## src/rtl/instr_loader.sv

```systemverilog
// Serial program loader: frames a byte stream (count, then HI/LO byte pairs)
// into 14-bit instruction-memory writes while holding the CPU fetch path.
module instr_loader #(
  parameter int ADDR_W  = 8,
  parameter int INSTR_W = 14
) (
  input  logic               clk,
  input  logic               rst,
  input  logic               start,
  input  logic               byte_valid,
  input  logic [7:0]         byte_data,
  output logic               byte_ready,
  output logic               mem_we,
  output logic [ADDR_W-1:0]  mem_addr,
  output logic [INSTR_W-1:0] mem_wdata,
  output logic               busy,
  output logic               cpu_hold,
  output logic               done,
  output logic               error,
  output logic [ADDR_W-1:0]  word_count
);

  typedef enum logic [2:0] {
    IDLE  = 3'd0,
    LEN   = 3'd1,
    HI    = 3'd2,
    LO    = 3'd3,
    WRITE = 3'd4,
    DONE  = 3'd5,
    ERR   = 3'd6
  } state_t;

  state_t             state_r, state_next;
  logic [7:0]         n_r, n_next;
  // Separate 8-bit tally so the N comparison is independent of ADDR_W.
  logic [7:0]         written_r, written_next;
  logic [5:0]         hi_r, hi_next;
  logic [ADDR_W-1:0]  addr_r, addr_next;
  logic [ADDR_W-1:0]  word_count_r, word_count_next;
  logic               byte_ready_r, byte_ready_next;
  logic               mem_we_r, mem_we_next;
  logic [ADDR_W-1:0]  mem_addr_r, mem_addr_next;
  logic [INSTR_W-1:0] mem_wdata_r, mem_wdata_next;
  logic               busy_r, busy_next;
  logic               done_r, done_next;
  logic               error_r, error_next;
  logic               accept_s;

  assign accept_s = byte_valid & byte_ready_r;

  // Next-state, datapath and output decode; all outputs are registered from these.
  always_comb begin
    state_next      = state_r;
    n_next          = n_r;
    written_next    = written_r;
    hi_next         = hi_r;
    addr_next       = addr_r;
    word_count_next = word_count_r;
    mem_we_next     = 1'b0;
    mem_addr_next   = mem_addr_r;
    mem_wdata_next  = mem_wdata_r;
    done_next       = 1'b0;
    error_next      = error_r;

    case (state_r)
      IDLE: begin
        if (start) begin
          state_next      = LEN;
          error_next      = 1'b0;
          word_count_next = {ADDR_W{1'b0}};
          addr_next       = {ADDR_W{1'b0}};
          written_next    = 8'd0;
        end else begin
          state_next = IDLE;
        end
      end
      LEN: begin
        if (accept_s) begin
          n_next = byte_data;
          if (byte_data == 8'd0) begin
            state_next = ERR;
            error_next = 1'b1;
          end else begin
            state_next = HI;
          end
        end else begin
          state_next = LEN;
        end
      end
      HI: begin
        if (accept_s) begin
          hi_next = byte_data[5:0];
          if (byte_data[7:6] != 2'b00) begin
            state_next = ERR;
            error_next = 1'b1;
          end else begin
            state_next = LO;
          end
        end else begin
          state_next = HI;
        end
      end
      LO: begin
        if (accept_s) begin
          state_next     = WRITE;
          mem_we_next    = 1'b1;
          mem_addr_next  = addr_r;
          mem_wdata_next = INSTR_W'({hi_r, byte_data});
        end else begin
          state_next = LO;
        end
      end
      WRITE: begin
        addr_next       = addr_r + ADDR_W'(1);
        word_count_next = word_count_r + ADDR_W'(1);
        written_next    = written_r + 8'd1;
        if ((written_r + 8'd1) == n_r) begin
          state_next = DONE;
          done_next  = 1'b1;
        end else begin
          state_next = HI;
        end
      end
      DONE: begin
        state_next = IDLE;
      end
      ERR: begin
        state_next = IDLE;
      end
      default: begin
        state_next = IDLE;
      end
    endcase

    byte_ready_next = (state_next == LEN) || (state_next == HI) || (state_next == LO);
    busy_next       = (state_next != IDLE);
  end

  // State and registered-output update; reset aborts any load at once.
  always_ff @(posedge clk or posedge rst) begin
    if (rst) begin
      state_r      <= IDLE;
      n_r          <= 8'd0;
      written_r    <= 8'd0;
      hi_r         <= 6'd0;
      addr_r       <= {ADDR_W{1'b0}};
      word_count_r <= {ADDR_W{1'b0}};
      byte_ready_r <= 1'b0;
      mem_we_r     <= 1'b0;
      mem_addr_r   <= {ADDR_W{1'b0}};
      mem_wdata_r  <= {INSTR_W{1'b0}};
      busy_r       <= 1'b0;
      done_r       <= 1'b0;
      error_r      <= 1'b0;
    end else begin
      state_r      <= state_next;
      n_r          <= n_next;
      written_r    <= written_next;
      hi_r         <= hi_next;
      addr_r       <= addr_next;
      word_count_r <= word_count_next;
      byte_ready_r <= byte_ready_next;
      mem_we_r     <= mem_we_next;
      mem_addr_r   <= mem_addr_next;
      mem_wdata_r  <= mem_wdata_next;
      busy_r       <= busy_next;
      done_r       <= done_next;
      error_r      <= error_next;
    end
  end

  assign byte_ready = byte_ready_r;
  assign mem_we     = mem_we_r;
  assign mem_addr   = mem_addr_r;
  assign mem_wdata  = mem_wdata_r;
  assign busy       = busy_r;
  assign cpu_hold   = busy_r;
  assign done       = done_r;
  assign error      = error_r;
  assign word_count = word_count_r;

endmodule

```

## config.mk

```make
export PLATFORM = sky130hd
export DESIGN_NAME = instr_loader
export DESIGN_NICKNAME = d
export VERILOG_FILES = /design/src/rtl/instr_loader.sv
export SDC_FILE = /design/constraint.sdc
export NUM_CORES = 1
export LEC_CHECK = 0
export BUFFER_PORTS_ARGS = -buffer_cell sky130_fd_sc_hd__buf_2
export CORE_UTILIZATION = 51
export DETAILED_ROUTE_END_ITERATION = 16
export PLACE_DENSITY = 0.76
export SLEW_MARGIN = 20
export SYNTH_ARGS = -nofsm -noshare
export SYNTH_HDL_FRONTEND = slang
export SYNTH_SLANG_ARGS = --single-unit
```

## constraint.sdc

```tcl
create_clock -name clk -period 1.99 [get_ports clk]
set_input_delay 0.2985 -clock clk [delete_from_list [all_inputs] [get_ports clk]]
set_output_delay 0.2985 -clock clk [all_outputs]
set_load 0.1 [all_outputs]
```

After elaboration in Yosys (flattened, before gate mapping)
Index checks and enable logic that the tools add are counted.
{"block": "word_totals", "reg_bits": 68, "output_inout_bits": 36}
{"block": "classes", "n_addsub": 3, "n_eq_ne": 13, "muxes": 22, "n_bitwise": 1, "n_reduce_logical": 13}
{"operator": "one-hot mux 8 bit (2 select lines)", "n": 3}
{"operator": "adder 8 x 1 -> 8 bit (second input constant)", "n": 3}
{"operator": "two-way mux 3 bit", "n": 6}
{"operator": "one-hot mux 3 bit (5 select lines)", "n": 1}
{"operator": "== test 3 x 2 -> 1 bit (second input constant)", "n": 4}
{"operator": "two-way mux 1 bit", "n": 10}
{"operator": "inequality test 2 bit (second input constant)", "n": 5}
{"operator": "== test 8 bit", "n": 1}
{"operator": "logical NOT 8 bit", "n": 1}
{"operator": "two-way mux 8 bit", "n": 1}
{"operator": "AND reduction 2 bit", "n": 4}
{"operator": "== test 3 x 1 -> 1 bit (second input constant)", "n": 2}
{"operator": "AND reduction 6 bit", "n": 1}
{"operator": "nonzero test 3 bit", "n": 2}
{"operator": "nonzero test 2 bit", "n": 2}
{"operator": "== test 3 bit (second input constant)", "n": 1}
{"operator": "logical NOT 3 bit", "n": 1}
{"operator": "one-hot mux 1 bit (3 select lines)", "n": 1}
{"operator": "logical OR 1 bit", "n": 2}
{"operator": "AND 1 bit", "n": 1}

Logic depth before layout (Yosys ltp)
{"block": "logic_depth", "depth_word": 7, "ltp_mapped": 7, "ltp_nobuf": 6}

Least setup slack after synthesis
No wires, ideal clock.
{"block": "synth_timing", "path_kind": "register -> register", "from": "register byte_ready_r (netlist: byte_ready)", "to": "register n_r[0]", "setup_ns": 0.125, "t_arrival_ns": 2.091, "setup_slack_ns": -0.226, "path_stages_with_launch": 6, "path_buffers": 1, "period_less_slack_ns": 2.216, "cell_sequence": "dfrtp_1 > nand2_1 > nor2_2 > and3_1 > buf_2 > mux2_2"}
{"block": "synth_via", "elab_chain_cells": 2}
{"element": "start, declared", "line": "40", "rtl": "logic byte_ready_r, byte_ready_next;"}
{"element": "start signal, assigned", "line": "162", "rtl": "byte_ready_r <= byte_ready_next;"}
{"element": "AND 1 bit", "line": "49", "rtl": "assign accept_s = byte_valid & byte_ready_r;"}
{"element": "AND reduction 2 bit (no line)"}
{"element": "end signal, assigned", "line": "157", "rtl": "n_r <= n_next;"}
{"element": "end, declared", "line": "34", "rtl": "logic [7:0] n_r, n_next;"}
Every way passes these cells.
A chain may end at the register's enable or synchronous reset.

Worst setup path after layout
{"block": "layout_timing", "from": "register written_r[0]", "to": "register state_r[0]"}
{"block": "layout_via", "elab_chain_cells": 4}
{"element": "start, declared", "line": "36", "rtl": "logic [7:0] written_r, written_next;"}
{"element": "start signal, assigned", "line": "158", "rtl": "written_r <= written_next;"}
{"element": "adder 8 x 1 -> 8 bit", "line": "117", "rtl": "if ((written_r + 8'd1) == n_r) begin"}
{"element": "== test 8 bit", "line": "117"}
{"element": "two-way mux 3 bit", "line": "117"}
{"element": "one-hot mux 3 bit (5 select lines)", "line": "65", "rtl": "case (state_r)"}
{"element": "named net state_next[0]", "line": "33", "rtl": "state_t state_r, state_next;"}
{"element": "end signal, assigned", "line": "156", "rtl": "state_r <= state_next;"}
{"element": "end, declared", "line": "33"}
The timed path passes the listed nets, and every way through them passes these cells.

==> results.py <==
metrics = {
    "cells_and_area": {
        "syn_to_final_growth_pct": 17.5,
        "regArea_um2": 1710,
        "nFillCells": 504,
        "drive_gt1_frac": 0.343,
        "antenna_cells": 0,
        "num-nets-final": 357,
        "multi_input_area_um2": 1360,
    },
    "sta": {
        "fin_crit_ns": 1.83,
        "setup_viol": 0,
        "rsz0062_at_grt": "no",
        "finalClockSkew_ns": 0.00819,
        "max_clock_freq_ghz": 0.545,
        "min_period_over_period": 0.922,
        "worstMarginPinSlew_ns": 0.561,
        "relSlewSlack": 0.625,
        "hold_viol": 0,
        "slew_violations": 0,
        "final.setup.tns_ns": 0,
    },
    "floorplan": {
        "rows": 28,
        "die_x_um": 80.9,
        "die_y_um": 80.9,
        "die_area_um2": 6540,
        "core_area_um2": 5960,
        "start_util": 0.533,
        "io_pins": 48,
    },
    "cts": {
        "insertion_delay_ns": 0.35,
        "clk_pin_slew_ns": 0.08,
        "cts-buffers-inserted": 9,
        "cts_sinks": 68,
        "clockBufferDepth": 2,
        "root_buffer": "clkbuf_8",
        "h-tree-depth": 3,
        "tritoncts": "yes",
        "cts_resized": 0,
    },
    "synthesis": {
        "postSynthCellCount": 285,
        "ys_seq_area_frac": 0.536,
        "ys_ff_latch": 68,
        "ys_warn_count": 0,
        "synth_cell_types": 46,
        "syn_avg_cell_area_um2": 11.1,
        "synth_ff_type": "dfrtp_1",
        "synthesis.area_um2": 3170,
        "synth_most_common_cell": "dfrtp_1",
        "syn_nets": 300,
        "yosysTopAreaCellShare": 0.536,
        "ys_top_cells_by_count": "68 x dfrtp_1, 46 x nand2_1, 28 x o21ai_0",
        "yosys.area.top_type": "dfrtp_1",
        "synthArstFlopShare": 1.00,
        "synthTopCellsByArea": "dfrtp_1 54%, mux2_2 9.6%, nand2_1 5.4%",
        "synth_edf_count": 0,
    },
    "placement": {
        "place.gp.congestion": 0.866,
        "port_buffers": 47,
        "hpwl_mm": 4.57,
    },
    "routing": {
        "postRouteAntennaNets": 0,
        "drc": 0,
        "viasPerCell": 5.59,
        "wire_per_inst_um": 15.5,
        "first_pass_iters": 4,
        "num_vias": 2358,
        "routed_wirelength_mm": 6.54,
        "drt_iter0_drc": 168,
    },
    "global_route": {
        "grtUsageTotal": 0.231,
        "grt_first_pass_wirelength_mm": 11.2,
        "grt_overflow_total": 0,
        "grt_pass1_vias": 2343,
        "grt_max_degree": 39,
        "antenna_found_initial": 0,
    },
    "worst_setup_path": {
        "reg2reg_from": "written_r[0]",
        "rr_worst_depth": 6,
        "path_max_fanout": 6,
        "r2r-end": "state_r[0]",
        "worstPathRequired_ns": 2.26,
        "critPathKind": "reg -> reg",
        "worstSetupEndpointType": "register",
        "reg2reg_setup_slack_ns": 0.16,
        "start_kind": "register",
        "arrival_ns": 2.10,
    },
    "hold_path": {
        "hp-start": "start",
        "worst_hold_path.num_cells": 2,
        "min_path_type": "in -> reg",
        "min_to": "addr_r[2]",
    },
    "flow_run": {
        "maxCapViolations": 0,
    },
    "outcome": {
        "status": "completed",
    },
}
-- worst max-delay path by stage --
stage / slack [ns] / cells past startpoint / end / from
finish: 0.16 / 6 / state_r[0] / written_r[0]
global route: 0.1 / 5 / word_count[6] / state_r[2]
CTS: 0.16 / 6 / state_r[0] / written_r[0]
detailed placement: 0.17 / 6 / state_r[0] / written_r[0]
global placement: 0.27 / 6 / state_r[0] / written_r[0]
floorplan: 0.11 / 5 / n_r[0] / byte_ready
-- placed cells by master (no fill, tap or decap), types with 5 or more instances in the layout --
cell type and instances:
dfrtp_1 65, buf_2 47, nand2_1 46, o21ai_0 28, mux2_2 27, nand3_1 13
buf_4 12, clkbuf_8 9, nor2_1 8, a31oi_1 8, xor2_1 8, nand4_1 7
xnor2_1 6, and3_1 5
-- stage by stage --
stage / setup slack (ns) / instances / utilization / hold slack [ns] / area (um2)
after floorplan: 0.110 / 285 / - / 0.385 / 3180
after global placement: 0.272 / 405 / 0.592 / 0.374 / 3530
after detailed placement: 0.173 / 405 / 0.592 / 0.381 / 3530
after CTS: 0.158 / 422 / 0.626 / 0.149 / 3730
after global routing: 0.0973 / 422 / 0.626 / 0.156 / 3730
final: 0.156 / 422 / 0.626 / 0.163 / 3730
-- layout make-up --
type,instances,area share
clock buffer,10,0.0342
clock inverter,6,0.0171
inverter,5,0.00604
multi-input combinational,197,0.365
sequential,68,0.458
tap,75,0.0252
timing repair buffer,61,0.0953
-- flip-flops by register name (all words and copies together) (netlist names) --
name,count
addr_r,8
busy,1
byte_ready,1
done,1
error,1
hi_r,6
mem_addr,8
mem_wdata,14
mem_we,1
n_r,8
state_r,3
word_count,8
written_r,8
-- metal layers --
layer,up-vias,part of all wire,GRT usage
li1,1123,-,-
met3,6,0.058,0.0697
met2,78,0.47,0.360
met1,1151,0.46,0.307
met5,-,0,0
met4,0,0.010,0.0821
-- cells by family after synthesis --
family	Yosys count	synth area share
compound gates	50	0.0938
xor+xnor	15	0.0461
fa+ha+maj	3	0.0118
buf+inv	20	0.0355
flops	68	0.536
mux	27	0.0958
simple gates	102	0.181
-- critical path, stage by stage (launching register included) --
cell,delay [ns]
dfrtp_1,0.47
ha_1,0.28
and3_4,0.17
xnor3_2,0.21
nand3_2,0.09
nor4_4,0.37
o21bai_1,0.17
-- timing repair --
action / in CTS / in global routing
endpoints found under the hold margin: 10 / 0
setup buffers: 0 / 0
hold buffers: 1 / 0
Power is not shown: default switching activity piles up to over one toggle a cycle in this logic, so the estimate is an artifact.
